### src/rtl/command_frame_scheduler.sv
// command_frame_scheduler
//   Shares the command_translator between the vision pipeline and the
//   manual/safety override. One command is chosen per frame and held on
//   trans_cmd for the whole frame. The translator is paced one character at
//   a time into the UART. A minimum idle gap separates frames, and the last
//   command is re-sent as a heartbeat when no new frame has started for
//   HEARTBEAT_CYCLES clocks.
//
// Ports
//   clk, rst_n           system clock, synchronous active-low reset
//   vis_cmd/vis_valid    vision request (dropped if equal to the last command)
//   ovr_cmd/ovr_valid    override request (priority, never dropped)
//   trans_cmd            command held on the translator
//   trans_restart        pulse: translator rewinds to character 0
//   trans_step           pulse: translator emits its next character
//   trans_char(_ready)   character returned by the translator
//   uart_data/uart_start byte and load strobe for the UART
//   uart_busy            UART is transmitting
//   frame_active         high from trans_restart through the last busy fall
//   frame_done           pulse when a frame completes
//   frame_err            pulse when a frame is aborted on step timeout
module command_frame_scheduler #(
  parameter int unsigned FRAME_LEN        = 25,
  parameter int unsigned GAP_CYCLES       = 1000,
  parameter int unsigned HEARTBEAT_CYCLES = 5_000_000,
  parameter int unsigned STEP_TIMEOUT     = 4
) (
  input  logic       clk,
  input  logic       rst_n,
  input  logic [2:0] vis_cmd,
  input  logic       vis_valid,
  input  logic [2:0] ovr_cmd,
  input  logic       ovr_valid,
  output logic [2:0] trans_cmd,
  output logic       trans_restart,
  output logic       trans_step,
  input  logic [7:0] trans_char,
  input  logic       trans_char_ready,
  output logic [7:0] uart_data,
  output logic       uart_start,
  input  logic       uart_busy,
  output logic       frame_active,
  output logic       frame_done,
  output logic       frame_err
);

  localparam int unsigned CW = (FRAME_LEN > 1)        ? $clog2(FRAME_LEN)        : 1;
  localparam int unsigned GW = (GAP_CYCLES > 1)       ? $clog2(GAP_CYCLES)       : 1;
  localparam int unsigned HW = (HEARTBEAT_CYCLES > 1) ? $clog2(HEARTBEAT_CYCLES) : 1;
  localparam int unsigned TW = (STEP_TIMEOUT > 1)     ? $clog2(STEP_TIMEOUT)     : 1;

  localparam logic [CW-1:0] CHAR_LAST = CW'(FRAME_LEN - 1);
  localparam logic [GW-1:0] GAP_LAST  = GW'(GAP_CYCLES - 1);
  localparam logic [HW-1:0] HB_LAST   = HW'(HEARTBEAT_CYCLES - 1);
  localparam logic [TW-1:0] TMO_LAST  = TW'(STEP_TIMEOUT - 1);

  localparam logic [2:0] CMD_NEUTRAL = 3'd1;

  typedef enum logic [2:0] {
    S_IDLE,
    S_START,
    S_STEP,
    S_CAPTURE,
    S_SEND,
    S_WAIT_TX,
    S_GAP
  } state_e;

  state_e          state_q, state_d;
  logic [2:0]      trans_cmd_q, trans_cmd_d;
  logic [2:0]      last_cmd_q, last_cmd_d;
  logic [2:0]      pend_cmd_q, pend_cmd_d;
  logic            pend_q, pend_d;
  logic            hb_pend_q, hb_pend_d;
  logic [HW-1:0]   hb_cnt_q, hb_cnt_d;
  logic [CW-1:0]   char_cnt_q, char_cnt_d;
  logic [TW-1:0]   tmo_cnt_q, tmo_cnt_d;
  logic [GW-1:0]   gap_cnt_q, gap_cnt_d;
  logic            tx_first_q, tx_first_d;
  logic [7:0]      uart_data_q, uart_data_d;

  logic            hb_hit;
  logic            frame_start;
  logic [2:0]      sel_cmd;

  always_ff @(posedge clk) begin
    if (!rst_n) begin
      state_q     <= S_IDLE;
      trans_cmd_q <= CMD_NEUTRAL;
      last_cmd_q  <= CMD_NEUTRAL;
      pend_cmd_q  <= CMD_NEUTRAL;
      pend_q      <= 1'b1;
      hb_pend_q   <= 1'b0;
      hb_cnt_q    <= '0;
      char_cnt_q  <= '0;
      tmo_cnt_q   <= '0;
      gap_cnt_q   <= '0;
      tx_first_q  <= 1'b0;
      uart_data_q <= '0;
    end else begin
      state_q     <= state_d;
      trans_cmd_q <= trans_cmd_d;
      last_cmd_q  <= last_cmd_d;
      pend_cmd_q  <= pend_cmd_d;
      pend_q      <= pend_d;
      hb_pend_q   <= hb_pend_d;
      hb_cnt_q    <= hb_cnt_d;
      char_cnt_q  <= char_cnt_d;
      tmo_cnt_q   <= tmo_cnt_d;
      gap_cnt_q   <= gap_cnt_d;
      tx_first_q  <= tx_first_d;
      uart_data_q <= uart_data_d;
    end
  end

  always_comb begin
    state_d       = state_q;
    trans_cmd_d   = trans_cmd_q;
    last_cmd_d    = last_cmd_q;
    pend_cmd_d    = pend_cmd_q;
    pend_d        = pend_q;
    hb_pend_d     = hb_pend_q;
    hb_cnt_d      = hb_cnt_q;
    char_cnt_d    = char_cnt_q;
    tmo_cnt_d     = tmo_cnt_q;
    gap_cnt_d     = gap_cnt_q;
    tx_first_d    = 1'b0;
    uart_data_d   = uart_data_q;
    trans_restart = 1'b0;
    trans_step    = 1'b0;
    uart_start    = 1'b0;
    frame_done    = 1'b0;
    frame_err     = 1'b0;
    frame_start   = 1'b0;
    sel_cmd       = last_cmd_q;

    // Heartbeat counter saturates at its terminal value until a frame starts.
    hb_hit = (hb_cnt_q == HB_LAST);
    if (hb_hit) begin
      hb_pend_d = 1'b1;
    end else begin
      hb_cnt_d = hb_cnt_q + HW'(1);
    end

    case (state_q)
      S_IDLE: begin
        // hb_hit is included so a heartbeat due while idle is not delayed a cycle.
        if (pend_q || hb_pend_q || hb_hit) begin
          state_d     = S_START;
          frame_start = 1'b1;
        end
      end
      S_START: begin
        trans_restart = 1'b1;
        state_d       = S_STEP;
      end
      S_STEP: begin
        trans_step = 1'b1;
        tmo_cnt_d  = '0;
        state_d    = S_CAPTURE;
      end
      S_CAPTURE: begin
        if (trans_char_ready) begin
          uart_data_d = trans_char;
          state_d     = S_SEND;
        end else if (tmo_cnt_q == TMO_LAST) begin
          frame_err = 1'b1;
          gap_cnt_d = '0;
          state_d   = S_GAP;
        end else begin
          tmo_cnt_d = tmo_cnt_q + TW'(1);
        end
      end
      S_SEND: begin
        uart_start = 1'b1;
        tx_first_d = 1'b1;
        state_d    = S_WAIT_TX;
      end
      S_WAIT_TX: begin
        // The UART raises busy one clock after the load strobe, so the
        // first WAIT_TX cycle cannot see it yet.
        if (!tx_first_q && !uart_busy) begin
          if (char_cnt_q == CHAR_LAST) begin
            frame_done = 1'b1;
            gap_cnt_d  = '0;
            state_d    = S_GAP;
          end else begin
            char_cnt_d = char_cnt_q + CW'(1);
            state_d    = S_STEP;
          end
        end
      end
      S_GAP: begin
        if (gap_cnt_q == GAP_LAST) begin
          state_d = S_IDLE;
        end else begin
          gap_cnt_d = gap_cnt_q + GW'(1);
        end
      end
      default: state_d = S_IDLE;
    endcase

    // The frame command is latched on the edge into START so it is already
    // stable while trans_restart is high.
    if (frame_start) begin
      sel_cmd     = pend_q ? pend_cmd_q : last_cmd_q;
      trans_cmd_d = sel_cmd;
      last_cmd_d  = sel_cmd;
      pend_d      = 1'b0;
      hb_pend_d   = 1'b0;
      hb_cnt_d    = '0;
      char_cnt_d  = '0;
    end

    // Arbitration is applied last so a request coinciding with frame start
    // survives the clear and is kept for the next frame.
    if (ovr_valid) begin
      pend_cmd_d = ovr_cmd;
      pend_d     = 1'b1;
    end else if (vis_valid && (vis_cmd != last_cmd_d)) begin
      pend_cmd_d = vis_cmd;
      pend_d     = 1'b1;
    end
  end

  assign trans_cmd    = trans_cmd_q;
  assign uart_data    = uart_data_q;
  assign frame_active = (state_q != S_IDLE) && (state_q != S_GAP);

endmodule

### config.mk
export PLATFORM = sky130hd
export DESIGN_NAME = command_frame_scheduler
export DESIGN_NICKNAME = d
export VERILOG_FILES = /design/src/rtl/command_frame_scheduler.sv
export SDC_FILE = /design/constraint.sdc
export NUM_CORES = 1
export LEC_CHECK = 0
export CAP_MARGIN = 20
export CORE_MARGIN = 8
export CORE_UTILIZATION = 56
export CTS_BUF_LIST = sky130_fd_sc_hd__clkbuf_8 sky130_fd_sc_hd__clkbuf_16
export DETAILED_ROUTE_END_ITERATION = 7
export PLACE_DENSITY = 0.8
export SLEW_MARGIN = 10
export SYNTH_ARGS = -nofsm -noshare
export SYNTH_HDL_FRONTEND = slang
export SYNTH_SLANG_ARGS = --single-unit
### constraint.sdc
create_clock -name clk -period 3.5 [get_ports clk]
set_clock_uncertainty 0.05 [all_clocks]
set_input_delay 0.7 -clock clk [delete_from_list [all_inputs] [get_ports clk]]
set_output_delay 0.7 -clock clk [all_outputs]
set_load 0.02 [all_outputs]
==> flow_metrics.py <==
metrics = {
    "timing": {
        "timing.hold.ws_ns": 0.413,
        "finalHoldViolCount": 0,
        "setup_viol": 0,
        "slew_headroom": 0.397,
        "rsz0062_at_grt": "no",
        "period_share": 0.875,
        "fmax_ghz": 0.327,
        "max_slew.worst_pin.slew_ns": 0.896,
        "finalCriticalPeriod_ns": 3.06,
        "layout_setup_ws_ns": 0.438,
        "slew_viol_final": 0,
        "fin_setup_tns_ns": 0,
    },
    "run_status": {
        "status": "complete, no violations",
    },
    "layout": {
        "final_nets": 434,
        "antenna_cells": 0,
        "drive_gt1_frac": 0.0823,
        "fill_cells": 490,
        "syn_to_final_growth_pct": 16.5,
        "utilization": 0.682,
        "stdcell_area_um2": 3780,
    },
    "synthesis": {
        "synth_commonest_cells": "dfxtp_1, nand2_1, nor2_1, xor2_1, nand4_1",
        "synth_top_cell_by_area": "dfxtp_1",
        "yosysSeqAreaShare": 0.389,
        "async_flop_share": 0,
        "yosys_warnings": 0,
        "synthTopCellsByArea": "dfxtp_1, xor2_1, nand2_1, nor2_1, nand4_1",
        "synthMostInstantiatedCell": "dfxtp_1",
        "syn-cell-area_um2": 3240,
        "ys_seq_elements": 63,
        "ys.flop_type": "dfxtp_1",
        "syn_inst": 378,
        "synth_nets": 403,
        "synth_top_area_frac": 0.389,
        "syn_avg_cell_area_um2": 8.58,
        "synth_edf_count": 0,
        "ys_types": 61,
    },
    "grt": {
        "grt_start_max_net_pins": 28,
        "grt_use_total": 0.171,
        "gr-total-overflow": 0,
        "grt_pass1_vias": 2689,
        "grt_pass1_wl_um": 12200,
        "antenna_found_initial": 0,
    },
    "critical_path": {
        "path_class": "input pin to primary output",
        "cpMaxStageDelayCell": "clkdlybuf4s50_1",
        "crit_path_start_kind": "input pin",
        "crit_path_max_fanout": 5,
        "regToRegSetupSlack_ns": 1.08,
        "arrival_ns": 2.31,
        "crit_path_cell_trace": "clkdlybuf4s50_1 -> nor3_4 -> and4_2 -> clkdlybuf4s50_1",
        "worst_path_most_repeated_cell": "clkdlybuf4s50_1",
        "cpPeakStageDelay_ns": 0.60,
        "required_ns": 2.75,
        "cp-end-kind": "primary output",
    },
    "floorplan": {
        "rows": 27,
        "die_h_um": 92.1,
        "io_pins": 37,
        "coreArea_um2": 5540,
        "dieArea_um2": 8490,
        "die_w_um": 92.1,
        "initial_core_util": 0.586,
    },
    "pwr": {
        "p_comb_frac": 0.127,
        "clockPowerShare": 0.376,
        "p_seq_frac": 0.497,
        "netSwitchingPower_uw": 411,
        "switching_share": 0.265,
        "power_leakage_uw": 0.00136,
        "intPower_uw": 1140,
        "powerDensity_nw_per_um2": 410,
        "ir_drop_v": 0.000300,
    },
    "place": {
        "hpwl_um": 4860,
        "dp_slack_ns": 0.426,
        "gp_congestion": 0.831,
        "numPortBuffers": 36,
        "place_area_um2": 3600,
    },
    "cts": {
        "htreeDepth": 3,
        "clockBufferDepth": 2,
        "clkSlewWorstSetupHoldPaths_ns": 0.07,
        "clock_latency_ns": 0.34,
        "cts-hold-fix-buffers": 0,
        "cts_root_buffer": "clkbuf_8",
        "clock_sinks": 63,
        "cts_setup_buffers": 0,
        "cts_tree": "built",
        "cts_buffers": 9,
        "cts_resized": 0,
    },
    "detailed_routing": {
        "wl_um": 6890,
        "drc": 0,
        "vias_per_cell": 5.66,
        "postRouteAntennaNets": 0,
        "first_pass_iters": 4,
        "drt-initial-drc-count": 201,
        "vias": 2746,
        "post_drt_wl_per_cell_um": 14.2,
    },
    "min_path": {
        "min-delay-path-class": "flop to flop",
    },
    "flow_run": {
        "drv_cap": 0,
    },
}
registers in the layout, indices dropped and copies added, names as in the netlist:
signal	cells
pend_q	1
hb_cnt_q	23
tmo_cnt_q	2
pend_cmd_q	3
tx_first_q	1
uart_data	8
char_cnt_q	5
trans_cmd	3
gap_cnt_q	10
last_cmd_q	3
hb_pend_q	1
state_q	3
cell families after synthesis:
group,Yosys count,synth area share
AOI/OAI and AO/OA,65,0.141
xor gates and xnor gates,31,0.0837
adders and majority gates,5,0.0193
buffers and inverters,29,0.0478
DFF,63,0.389
muxes,9,0.0320
and+or+nand+nor,176,0.287
cell usage in the layout (no fill, tap or decap), types with 3 or more instances in the layout:
cell type / n
nor2_1: 42
xnor2_1: 8
o21ai_0: 13
nor2b_1: 4
or4_1: 4
and2_1: 5
ha_1: 5
clkbuf_8: 12
inv_1: 11
nor4_1: 3
nand3_1: 12
and4_1: 4
a21oi_1: 13
nand2b_1: 4
nor3b_1: 3
and3_1: 4
or3_1: 6
mux2i_1: 7
nand2_1: 50
nand4_1: 16
a21boi_0: 10
dfxtp_1: 63
xor2_1: 23
o2111ai_1: 7
nor3_1: 5
clkdlybuf4s50_1: 36
worst max-delay path: cells and delay by family:
family / cells / cell delay [ns]
buf+inv: 2 / 1.08
simple gates: 2 / 0.52
path summary, 6_finish.rpt:
kind | startpoint | endpoint | depth (start not counted)
hold reg to reg | uart_data[2]$_SDFFE_PN0P_ | uart_data[2]$_SDFFE_PN0P_ | 2
setup / recovery | uart_busy | frame_done | 4
setup reg to reg | hb_cnt_q[0]$_SDFFE_PP0N_ | hb_cnt_q[21]$_SDFFE_PP0N_ | 7
hold / removal | uart_data[2]$_SDFFE_PN0P_ | uart_data[2]$_SDFFE_PN0P_ | 2
power groups by stage:
stage	clock network [uW]	logic (uW)	registers, uW
after detailed placement	0	196	785
after floorplan	0	149	772
after global placement	0	194	784
after global routing	628	218	774
after CTS	592	199	769
final	583	197	770
layer usage:
layer  track usage  part of all wire
met1         0.208              0.47
met2         0.280              0.47
met3        0.0375             0.034
met4        0.0819             0.021
met5             0                 0
per-stage QoR:
step	instances	total power, uW
after CTS	485	1560
final	485	1550
after global placement	470	978
after detailed placement	470	982
after floorplan	378	921
after global routing	485	1620
final cells by class:
type	instances	area [um^2]	area share
multi-input cells	286	1830	0.484
flip-flops and latches	63	1260	0.334
repair buffers	38	375	0.0993
clock buffers	12	165	0.0437
well taps	72	90.1	0.0238
inverters	11	41.3	0.0109
clock inverters	3	17.5	0.00464
Note: power is estimated with default switching activity, not from simulation.
